[src/rtl/adder_bench_pkg.sv]
// Shared constants, beat arithmetic and loader state encoding for the 140-bit adder bench.
package adder_bench_pkg;

    localparam int ADDER_WIDTH_DEF = 140;

    typedef enum logic [0:0] {
        LOAD_A = 1'b0,
        LOAD_B = 1'b1
    } load_state_e;

    function automatic int calc_beats(input int adder_width, input int chunk_width);
        return (adder_width + chunk_width - 1) / chunk_width;
    endfunction

    function automatic int cnt_width(input int beats);
        return (beats > 1) ? $clog2(beats) : 1;
    endfunction

endpackage

[src/rtl/adder_operand_loader_if.sv]
// Chunk stream in, operand pair and strobes out; slave is the loader, master the feeder.
interface adder_operand_loader_if
    import adder_bench_pkg::*;
#(
    parameter int ADDER_WIDTH = ADDER_WIDTH_DEF,
    parameter int CHUNK_WIDTH = 20
);
    logic                   in_valid;
    logic                   in_ready;
    logic [CHUNK_WIDTH-1:0] in_data;
    logic                   flush;
    logic [ADDER_WIDTH-1:0] a;
    logic [ADDER_WIDTH-1:0] b;
    logic                   op_valid;
    logic                   sum_valid;

    modport master (
        output in_valid, in_data, flush,
        input  in_ready, a, b, op_valid, sum_valid
    );

    modport slave (
        input  in_valid, in_data, flush,
        output in_ready, a, b, op_valid, sum_valid
    );
endinterface

[src/rtl/adder_operand_loader_chunk_assembler.sv]
// Writes successive chunks into a shadow operand, LS chunk first; exposes next-state shadow.
// Final beat keeps only the bits that fit below ADDER_WIDTH; counter wraps after it.
module chunk_assembler
    import adder_bench_pkg::*;
#(
    parameter int ADDER_WIDTH = ADDER_WIDTH_DEF,
    parameter int CHUNK_WIDTH = 20
) (
    input  logic                   clk,
    input  logic                   rst_n,
    input  logic                   wr_en_i,
    input  logic                   clear_i,
    input  logic [CHUNK_WIDTH-1:0] data_i,
    output logic [ADDER_WIDTH-1:0] shadow_nxt_o,
    output logic                   last_o
);
    localparam int BEATS  = calc_beats(ADDER_WIDTH, CHUNK_WIDTH);
    localparam int CNT_W  = cnt_width(BEATS);
    localparam int LAST_W = ADDER_WIDTH - (BEATS - 1) * CHUNK_WIDTH;
    localparam logic [CNT_W-1:0] LAST_BEAT = CNT_W'(BEATS - 1);

    logic [CNT_W-1:0]       cnt_q, cnt_d;
    logic [ADDER_WIDTH-1:0] shadow_q, shadow_d;

    assign last_o       = (cnt_q == LAST_BEAT);
    assign shadow_nxt_o = shadow_d;

    always_comb begin
        shadow_d = shadow_q;
        cnt_d    = cnt_q;
        if (clear_i) begin
            cnt_d = '0;
        end else if (wr_en_i) begin
            if (last_o) begin
                shadow_d[ADDER_WIDTH-1 -: LAST_W] = data_i[LAST_W-1:0];
                cnt_d = '0;
            end else begin
                shadow_d[int'(cnt_q) * CHUNK_WIDTH +: CHUNK_WIDTH] = data_i;
                cnt_d = cnt_q + 1'b1;
            end
        end
    end

    always_ff @(posedge clk or negedge rst_n) begin
        if (!rst_n) begin
            cnt_q    <= '0;
            shadow_q <= '0;
        end else begin
            cnt_q    <= cnt_d;
            shadow_q <= shadow_d;
        end
    end

endmodule

[src/rtl/adder_operand_loader.sv]
// Assembles A then B from a chunk stream and updates both adder operands on one edge.
// op_valid one cycle after the final B beat, sum_valid SUM_LATENCY later; in_ready stays high.
module adder_operand_loader
    import adder_bench_pkg::*;
#(
    parameter int ADDER_WIDTH = ADDER_WIDTH_DEF,
    parameter int CHUNK_WIDTH = 20,
    parameter int SUM_LATENCY = 2
) (
    input  logic                 clk,
    input  logic                 rst_n,
    adder_operand_loader_if.slave bus
);
    localparam logic [0:0] ST_LOAD_A = LOAD_A;
    localparam logic [0:0] ST_LOAD_B = LOAD_B;

    logic [0:0]             state_q, state_d;
    logic                   in_ready_q;
    logic [ADDER_WIDTH-1:0] a_q, b_q;
    logic                   op_valid_q;
    logic [SUM_LATENCY-1:0] sum_pipe_q, sum_pipe_d;

    logic                   accept, wr_a, wr_b, pair_done;
    logic                   last_a, last_b;
    logic [ADDER_WIDTH-1:0] nxt_a, nxt_b;

    // Flush wins over a beat presented in the same cycle.
    assign accept    = bus.in_valid && in_ready_q && !bus.flush;
    assign wr_a      = accept && (state_q == ST_LOAD_A);
    assign wr_b      = accept && (state_q == ST_LOAD_B);
    assign pair_done = wr_b && last_b;

    chunk_assembler #(
        .ADDER_WIDTH (ADDER_WIDTH),
        .CHUNK_WIDTH (CHUNK_WIDTH)
    ) u_asm_a (
        .clk          (clk),
        .rst_n        (rst_n),
        .wr_en_i      (wr_a),
        .clear_i      (bus.flush),
        .data_i       (bus.in_data),
        .shadow_nxt_o (nxt_a),
        .last_o       (last_a)
    );

    chunk_assembler #(
        .ADDER_WIDTH (ADDER_WIDTH),
        .CHUNK_WIDTH (CHUNK_WIDTH)
    ) u_asm_b (
        .clk          (clk),
        .rst_n        (rst_n),
        .wr_en_i      (wr_b),
        .clear_i      (bus.flush),
        .data_i       (bus.in_data),
        .shadow_nxt_o (nxt_b),
        .last_o       (last_b)
    );

    always_comb begin
        state_d = state_q;
        if (bus.flush) begin
            state_d = ST_LOAD_A;
        end else if (wr_a && last_a) begin
            state_d = ST_LOAD_B;
        end else if (pair_done) begin
            state_d = ST_LOAD_A;
        end
    end

    // Shift op_valid in at bit 0; the top bit is the delayed strobe.
    assign sum_pipe_d = SUM_LATENCY'({sum_pipe_q, op_valid_q});

    always_ff @(posedge clk or negedge rst_n) begin
        if (!rst_n) begin
            state_q    <= ST_LOAD_A;
            in_ready_q <= 1'b0;
            a_q        <= '0;
            b_q        <= '0;
            op_valid_q <= 1'b0;
            sum_pipe_q <= '0;
        end else begin
            state_q    <= state_d;
            in_ready_q <= 1'b1;
            op_valid_q <= pair_done;
            sum_pipe_q <= sum_pipe_d;
            if (pair_done) begin
                a_q <= nxt_a;
                b_q <= nxt_b;
            end
        end
    end

    assign bus.in_ready  = in_ready_q;
    assign bus.a         = a_q;
    assign bus.b         = b_q;
    assign bus.op_valid  = op_valid_q;
    assign bus.sum_valid = sum_pipe_q[SUM_LATENCY-1];

endmodule
[src/flat_wrapper.sv]
// flat-port wrapper written by rule: the top's interface ports become plain ports
module adder_operand_loader_flat import adder_bench_pkg::*;
#(
    parameter int ADDER_WIDTH = ADDER_WIDTH_DEF,
    parameter int CHUNK_WIDTH = 20,
    parameter int SUM_LATENCY = 2
)
  (clk, rst_n, bus_in_valid, bus_in_data, bus_flush, bus_in_ready, bus_a, bus_b, bus_op_valid, bus_sum_valid);
  adder_operand_loader_if #(.ADDER_WIDTH(ADDER_WIDTH), .CHUNK_WIDTH(CHUNK_WIDTH)) bus_i ();
  input  logic clk;
  input  logic rst_n;
  input wire logic [$bits(bus_i.in_valid)-1:0] bus_in_valid;
  input wire logic [$bits(bus_i.in_data)-1:0] bus_in_data;
  input wire logic [$bits(bus_i.flush)-1:0] bus_flush;
  output wire logic [$bits(bus_i.in_ready)-1:0] bus_in_ready;
  output wire logic [$bits(bus_i.a)-1:0] bus_a;
  output wire logic [$bits(bus_i.b)-1:0] bus_b;
  output wire logic [$bits(bus_i.op_valid)-1:0] bus_op_valid;
  output wire logic [$bits(bus_i.sum_valid)-1:0] bus_sum_valid;
  assign bus_i.in_valid = bus_in_valid;
  assign bus_i.in_data = bus_in_data;
  assign bus_i.flush = bus_flush;
  assign bus_in_ready = bus_i.in_ready;
  assign bus_a = bus_i.a;
  assign bus_b = bus_i.b;
  assign bus_op_valid = bus_i.op_valid;
  assign bus_sum_valid = bus_i.sum_valid;
  adder_operand_loader #(.ADDER_WIDTH(ADDER_WIDTH), .CHUNK_WIDTH(CHUNK_WIDTH), .SUM_LATENCY(SUM_LATENCY)) u_core (.clk(clk), .rst_n(rst_n), .bus(bus_i));
endmodule
[config.mk]
export PLATFORM = sky130hd
export DESIGN_NAME = adder_operand_loader_flat
export DESIGN_NICKNAME = d
export VERILOG_FILES = /design/src/rtl/adder_bench_pkg.sv /design/src/rtl/adder_operand_loader_if.sv /design/src/rtl/adder_operand_loader_chunk_assembler.sv /design/src/rtl/adder_operand_loader.sv /design/src/flat_wrapper.sv
export SDC_FILE = /design/constraint.sdc
export NUM_CORES = 1
export LEC_CHECK = 0
export BUFFER_PORTS_ARGS = -buffer_cell sky130_fd_sc_hd__buf_2
export CAP_MARGIN = 20
export CORE_UTILIZATION = 45
export CTS_CLUSTER_DIAMETER = 30
export CTS_CLUSTER_SIZE = 20
export DETAILED_ROUTE_END_ITERATION = 8
export GPL_ROUTABILITY_DRIVEN = 1
export GPL_TIMING_DRIVEN = 1
export PLACE_DENSITY_LB_ADDON = 0.25
export SETUP_SLACK_MARGIN = 0.2
export SLEW_MARGIN = 20
export SYNTH_ARGS = -nofsm -noshare
export SYNTH_HDL_FRONTEND = slang
export SYNTH_SLANG_ARGS = --single-unit
[constraint.sdc]
create_clock -name clk -period 8.05 [get_ports clk]
set_clock_uncertainty 0.2 [all_clocks]
set_input_delay 0.4025 -clock clk [delete_from_list [all_inputs] [get_ports clk]]
set_output_delay 0.4025 -clock clk [all_outputs]
set_load 0.02 [all_outputs]
== Word-level counts from Yosys, hierarchy flattened ==
Cells that the tools add are included.

* Bits in registers: 571
* Logic and storage cells: 52
* Output and inout bits: 283

* Shifts and indexed selects: 4
* $mul: 2
* Add/sub/neg operators: 4
* Muxes and demuxes: 19
* Reductions and logical operators: 10
* Bitwise operators: 1
* Eq/ne operators: 2

{| class="wikitable"
|+ Operators with widths
! kind !! count
|-
| $mux 140 || 4
|-
| $bwmux 140 || 2
|-
| $shift 20x33->140 const A || 2
|-
| $shiftx 20x33->140 || 2
|-
| $mux 120 || 2
|-
| $neg 8->33 || 2
|-
| $mux 20 || 2
|-
| $mux 3 || 6
|-
| $mul 3x3->6 const B || 2
|-
| $add 3x1->3 const B || 2
|-
| $eq 3x3->1 const B || 2
|-
| $logic_and 1x1->1 || 6
|-
| $reduce_bool 2->1 || 2
|-
| $mux 1 || 3
|-
| $reduce_bool 3->1 || 1
|-
| $logic_not 1->1 || 1
|-
| $not 1->1 || 1
|}

== Longest topological paths before layout ==
* Word-level depth: 7
* Depth in mapped cells: 17
* Depth with buffers taken out: 13

== Hierarchy ==
From an unflattened synthesis, not the netlist that was laid out.

* Cell total of the unflattened synthesis: 2131
* Area total of the unflattened synthesis: 27538.9 sq um

{| class="wikitable"
|+ By module, submodules not included
! module !! times used !! area an instance (sq um) !! cells an instance !! sequential area each (sq um)
|-
| adder_operand_loader || 1 || 11945.2 || 603 || 7131.8
|-
| chunk_assembler at u_core.u_asm_b || 1 || 7832.5 || 770 || 3578.4
|-
| chunk_assembler at u_core.u_asm_a || 1 || 7761.2 || 758 || 3578.4
|}

== Least setup slack after synthesis ==
OpenSTA, ideal clock, no wires.

* Path type: reg-to-reg
* Start: register u_core.u_asm_b.cnt_q[0]
* End: register u_core.b_q[24] (netlist: u_core.bus.b[24])
* Cell stages (with the launch flop): 17
* Arrival: 3777 ps
* Clock period less this slack: 4102 ps
* Path slack: 3948 ps
* Path buffers: 6
* Setup time: 125 ps
* Cell sequence: dfrtp_1 > ha_1 > ha_1 > buf_2 > clkbuf_1 > clkbuf_1 > nor3_1 > ha_1 > clkbuf_1 > inv_1 > nor3_1 > and2_1 > buf_2 > and3_1 > clkbuf_1 > mux2_1 > mux2_2

* Cells in the longest elaborated chain, start to end: 7

{| class="wikitable"
|+ Ends and longest elaborated chain
! item !! line !! RTL
|-
| from (decl) || adder_operand_loader_chunk_assembler.sv:22 || <nowiki>logic [CNT_W-1:0] cnt_q, cnt_d;</nowiki>
|-
| from (signal assigned) || adder_operand_loader_chunk_assembler.sv:49 || <nowiki>cnt_q <= cnt_d;</nowiki>
|-
| $mul 3x3->6 || adder_operand_loader_chunk_assembler.sv:38 || <nowiki>shadow_d[int'(cnt_q) * CHUNK_WIDTH +: CHUNK_WIDTH] = data_i;</nowiki>
|-
| $neg 8->33 || adder_operand_loader_chunk_assembler.sv:38 ||
|-
| $shiftx 20x33->140 / $shift 20x33->140 (equally long branches) || adder_operand_loader_chunk_assembler.sv:38 ||
|-
| $bwmux 140 || adder_operand_loader_chunk_assembler.sv:38 ||
|-
| $mux 120 * || adder_operand_loader_chunk_assembler.sv:34 || <nowiki>if (last_o) begin</nowiki>
|-
| $mux 140 * || adder_operand_loader_chunk_assembler.sv:33 || <nowiki>end else if (wr_en_i) begin</nowiki>
|-
| $mux 140 * || adder_operand_loader_chunk_assembler.sv:31 || <nowiki>if (clear_i) begin</nowiki>
|-
| via u_core.nxt_b[24] || adder_operand_loader.sv:25 || <nowiki>logic [ADDER_WIDTH-1:0] nxt_a, nxt_b;</nowiki>
|-
| to (signal assigned) || adder_operand_loader.sv:88 || <nowiki>b_q <= nxt_b;</nowiki>
|-
| to (decl) || adder_operand_loader.sv:19 || <nowiki>logic [ADDER_WIDTH-1:0] a_q, b_q;</nowiki>
|}

Mark *: on every way through the listed nets, which the timed path passes. The rest lies on a longest branch.
A chain may end at the register's enable or synchronous reset.

== Final worst setup path ==
* Start: register u_core.u_asm_a.cnt_q[1]
* End: register u_core.a_q[65] (netlist: u_core.bus.a[65])

* Cells in the longest elaborated chain, start to end: 7

{| class="wikitable"
|+ Ends and longest elaborated chain
! item !! line !! RTL
|-
| from (decl) || adder_operand_loader_chunk_assembler.sv:22 ||
|-
| from (signal assigned) || adder_operand_loader_chunk_assembler.sv:49 ||
|-
| $mul 3x3->6 || adder_operand_loader_chunk_assembler.sv:38 ||
|-
| $neg 8->33 || adder_operand_loader_chunk_assembler.sv:38 ||
|-
| $shiftx 20x33->140 / $shift 20x33->140 (equally long branches) || adder_operand_loader_chunk_assembler.sv:38 ||
|-
| $bwmux 140 || adder_operand_loader_chunk_assembler.sv:38 ||
|-
| $mux 120 * || adder_operand_loader_chunk_assembler.sv:34 ||
|-
| $mux 140 * || adder_operand_loader_chunk_assembler.sv:33 ||
|-
| $mux 140 * || adder_operand_loader_chunk_assembler.sv:31 ||
|-
| via u_core.nxt_a[65] || adder_operand_loader.sv:25 ||
|-
| to (signal assigned) || adder_operand_loader.sv:87 || <nowiki>a_q <= nxt_a;</nowiki>
|-
| to (decl) || adder_operand_loader.sv:19 ||
|}

Marks and branches as above.

==> metrics.md <==
| Metric | Value |
|---|---|
| Iteration-0 DRC count of the detailed router | `about 1700` |
| Num rows | `87` |
| Layout area overhead | `22.6%` |
| H-tree Lvls | `3` |
| Die ar. | `between 50000 and 60000 um2` |
| DRC | `0` |
| Avg Vias per Cell | `around 5.8` |
| CTS resizes | `0` |
| Cell Area, Synth | `roughly 26000 um2` |
| Crit. End Element | `flip-flop` |
| Max_cap viols | `0` |
| Net count after synthesis | `~2500` |
| VDD IR max | `0.000184 V` |
| GP Congestion | `between 0.9 and 1` |
| Largest net degree at the start of global routing | `about 160` |
| Worst-path maximum fanout | `19` |
| Req. time, crit path | `around 8.4 ns` |
| Pwr Density | `around 240 nW/um2` |
| Tmin final | `~5.3 ns` |
| Status | `complete, no violations` |
| Synth top area cells | `dfrtp_1, mux2_2, nand2_1` |
| Setup Buffers After CTS | `0` |
| Nets | `2764` |
| Clock latency on the worst-skew pair | `between 0.6 and 0.7 ns` |
| GR Util All Layers | `30.3%` |
| Comb pwr share | `between 6 and 7%` |
| Cells after Synth | `roughly 2400` |
| Final Slew Violations | `0` |
| Slew headroom | `20.5%` |
| Largest area contributor in the netlist | `dfrtp_1` |
| Unrepaired setup endpoints after global routing | `false` |
| Kind of critical path | `flip-flop to flip-flop` |
| IO Count | `around 300` |
| Avg Synthesized Cell Area | `10.7 um2` |
| Lkg Pwr | `roughly 16 nW` |
| Vias in the first global route | `~21000` |
| Initial antenna violation count | `3` |
| CTS tree | `built` |
| DR WL/cell | `~25 um` |
| Vias | `between 20000 and 25000` |
| Async SR Flop Fraction | `between 90% and 100%` |
| Min-delay worst type | `primary input to flip-flop` |
| DR pass1 iterations | `7` |
| Switching pwr | `1.84 mW` |
| Core ar. | `between 50000 and 60000 um2` |
| Synth top area share | `53.1%` |
| Inserted Clock Buffers | `~100` |
| Initial Util | `between 40% and 50%` |
| Most common cell in the netlist | `dfrtp_1` |
| Clock-pin slew on the worst setup and hold paths | `0.05 ns` |
| Fin crit share | `66.0%` |
| Top post-synthesis cells by count | `dfrtp_1, nand2_1, mux2_2` |
| Slew @ Worst Pin | `1.18 ns` |
| Int Power | `roughly 5.9 mW` |
| Post-DP HPWL | `63400 um` |
| FMAX | `188 MHz` |
| Post-synth EDFFs | `0` |
| Routed WL | `between 80000 and 90000 um` |
| GRT overflow | `0` |
| Port buffer count | `306` |
| Final setup violation count | `0` |
| Root buf cell | `clkbuf_16` |
| Critical Path Start Type | `flip-flop` |
| Reg power frac | `36.6%` |
| Sink Count | `roughly 550` |
| Hold Fails Final Rpt | `0` |
| Post-synthesis sequential area ratio | `53.1%` |
| TNS Setup | `0 ns` |
| Most common flop cell mapped by yosys | `dfrtp_1` |
| Layout cells sized above 1 | `between 30% and 40%` |
| Netlist cell types | `91` |
| Clock power frac | `57.0%` |
| Synth Register Bits | `551` |
| Chip width | `about 240 um` |
| First-pass GRT wire length | `134000 um` |
| Total number of yosys warnings | `0` |
| Final ANT Viol Nets | `0` |
| Crit path DAT | `roughly 5.6 ns` |
| Sw Share | `between 20% and 30%` |
| Total power | `7.78 mW` |
| Die height | `~240 um` |
| Max Root-Sink Buffers | `3` |
-- power by group through the flow --
stage,logic (mW),clock network [mW],registers (mW)
2_1_floorplan,0.269,0,2.88
3_3_place_gp,0.479,0,2.89
3_5_place_dp,0.484,0,2.89
4_1_cts,0.489,4.50,2.84
5_1_grt,0.532,4.63,2.85
6_report,0.499,4.44,2.84
-- state kept, by name, indices dropped and copies added, names as in the netlist --
register and cells:
u_core.u_asm_b.cnt_q 3, u_core.bus.b 140, u_core.state_q 1, u_core.bus.in_ready 1, u_core.u_asm_b.shadow_q 120, u_core.u_asm_a.shadow_q 140, u_core.sum_pipe_q 2, u_core.bus.a 140
u_core.u_asm_a.cnt_q 3, u_core.bus.op_valid 1
-- stage by stage --
stage	hold slack, ns	util (%)	std cells	worst slack (ns)	instance area [um2]
after CTS	0.0233	56.1	3562	2.74	31800
after global placement	0.133	49.5	3362	2.95	28100
after floorplan	-0.0931	-	2433	3.95	25900
after global routing	0.0385	56.1	3563	2.43	31800
after detailed placement	0.145	49.5	3362	2.83	28100
final	0.0674	56.1	3563	2.74	31800
-- worst paths after layout --
check	start	endpoint	slack, ns	cells past startpoint
hold reg to reg	u_core.sum_pipe_q[0]	u_core.sum_pipe_q[1]	0.15	0
setup / recovery	u_core.u_asm_a.cnt_q[1]	u_core.bus.a[65]	2.74	12
max in group asynchronous	rst_n	u_core.bus.a[58]	5.90	3
min in group asynchronous	rst_n	u_core.bus.b[44]	0.21	2
hold / removal	bus_in_data[14]	u_core.bus.b[134]	0.07	3
setup reg to reg	u_core.u_asm_a.cnt_q[1]	u_core.bus.a[65]	2.74	12
-- cell usage in the layout, fill, tap and decap left out, types with 9 or more instances in the layout --
master,instances
a21oi_1,54
a22o_1,15
a22oi_1,16
a31oi_1,21
a32o_1,10
a32oi_1,9
and3_1,10
buf_2,305
buf_4,31
bufinv_16,16
clkbuf_1,16
clkbuf_16,102
clkbuf_8,15
clkinv_2,12
clkinv_4,10
clkinvlp_4,10
dfrtp_1,550
dlygate4sd3_1,10
ha_1,19
inv_1,33
mux2_1,44
mux2_2,304
mux2i_1,45
nand2_1,504
nand2b_1,17
nand3_1,54
nand4_1,9
nor2_1,125
nor2b_1,14
nor3_1,26
nor3_2,9
o211ai_1,18
o21ai_0,75
o21ai_1,19
o22ai_1,63
o31ai_1,11
or3_1,27
-- critical path, cell delays in order, from the launching register on --
cell	delay, ns
dfrtp_1	0.74
ha_1	0.28
inv_1	0.05
ha_1	0.48
or3_1	0.53
nor3_1	0.18
ha_1	0.43
inv_1	0.26
nor4_4	0.50
o21ai_1	0.31
nor3_1	0.54
mux2_2	0.42
mux2_2	0.28
-- cells by family after synthesis --
logic type | after synthesis | share of synthesized area (%)
AND/OR/NAND/NOR | 854 | 14.8
flip-flops | 551 | 53.1
multiplexers | 396 | 17.1
AO/OA/AOI/OAI | 395 | 10.3
buffers and inverters | 202 | 3.15
adder cells (fa/ha/maj) | 20 | 0.964
XOR/XNOR | 14 | 0.559
other | 1 | 0.0145
-- metal layers --
metal	track usage, %	share of wire (%)	vias up
met2	50.5	49	852
met4	16.5	5.4	0
met1	37.6	40	10400
li1	-	-	9200
met3	4.97	5.9	240
met5	0	0	-
-- area by class of cell --
| type | count | area, um2 |
|---|---|---|
| Antenna cell | 1 | 2.50 |
| Clock buffer | 133 | 2820 |
| Clock inverter | 57 | 815 |
| Fill cell | 4872 | 24900 |
| Inverter | 36 | 143 |
| Multi-Input combinational cell | 1680 | 11400 |
| Sequential cell | 551 | 13800 |
| Tap cell | 756 | 946 |
| Timing Repair Buffer | 349 | 1910 |
-- repair_timing --
item | in CTS | in global routing
setup endpoints to repair | 0 | 0
endpoints found under the hold margin | 124 | 0
hold buffers | 10 | 0
Note: power is estimated with default switching activity, not from simulation.
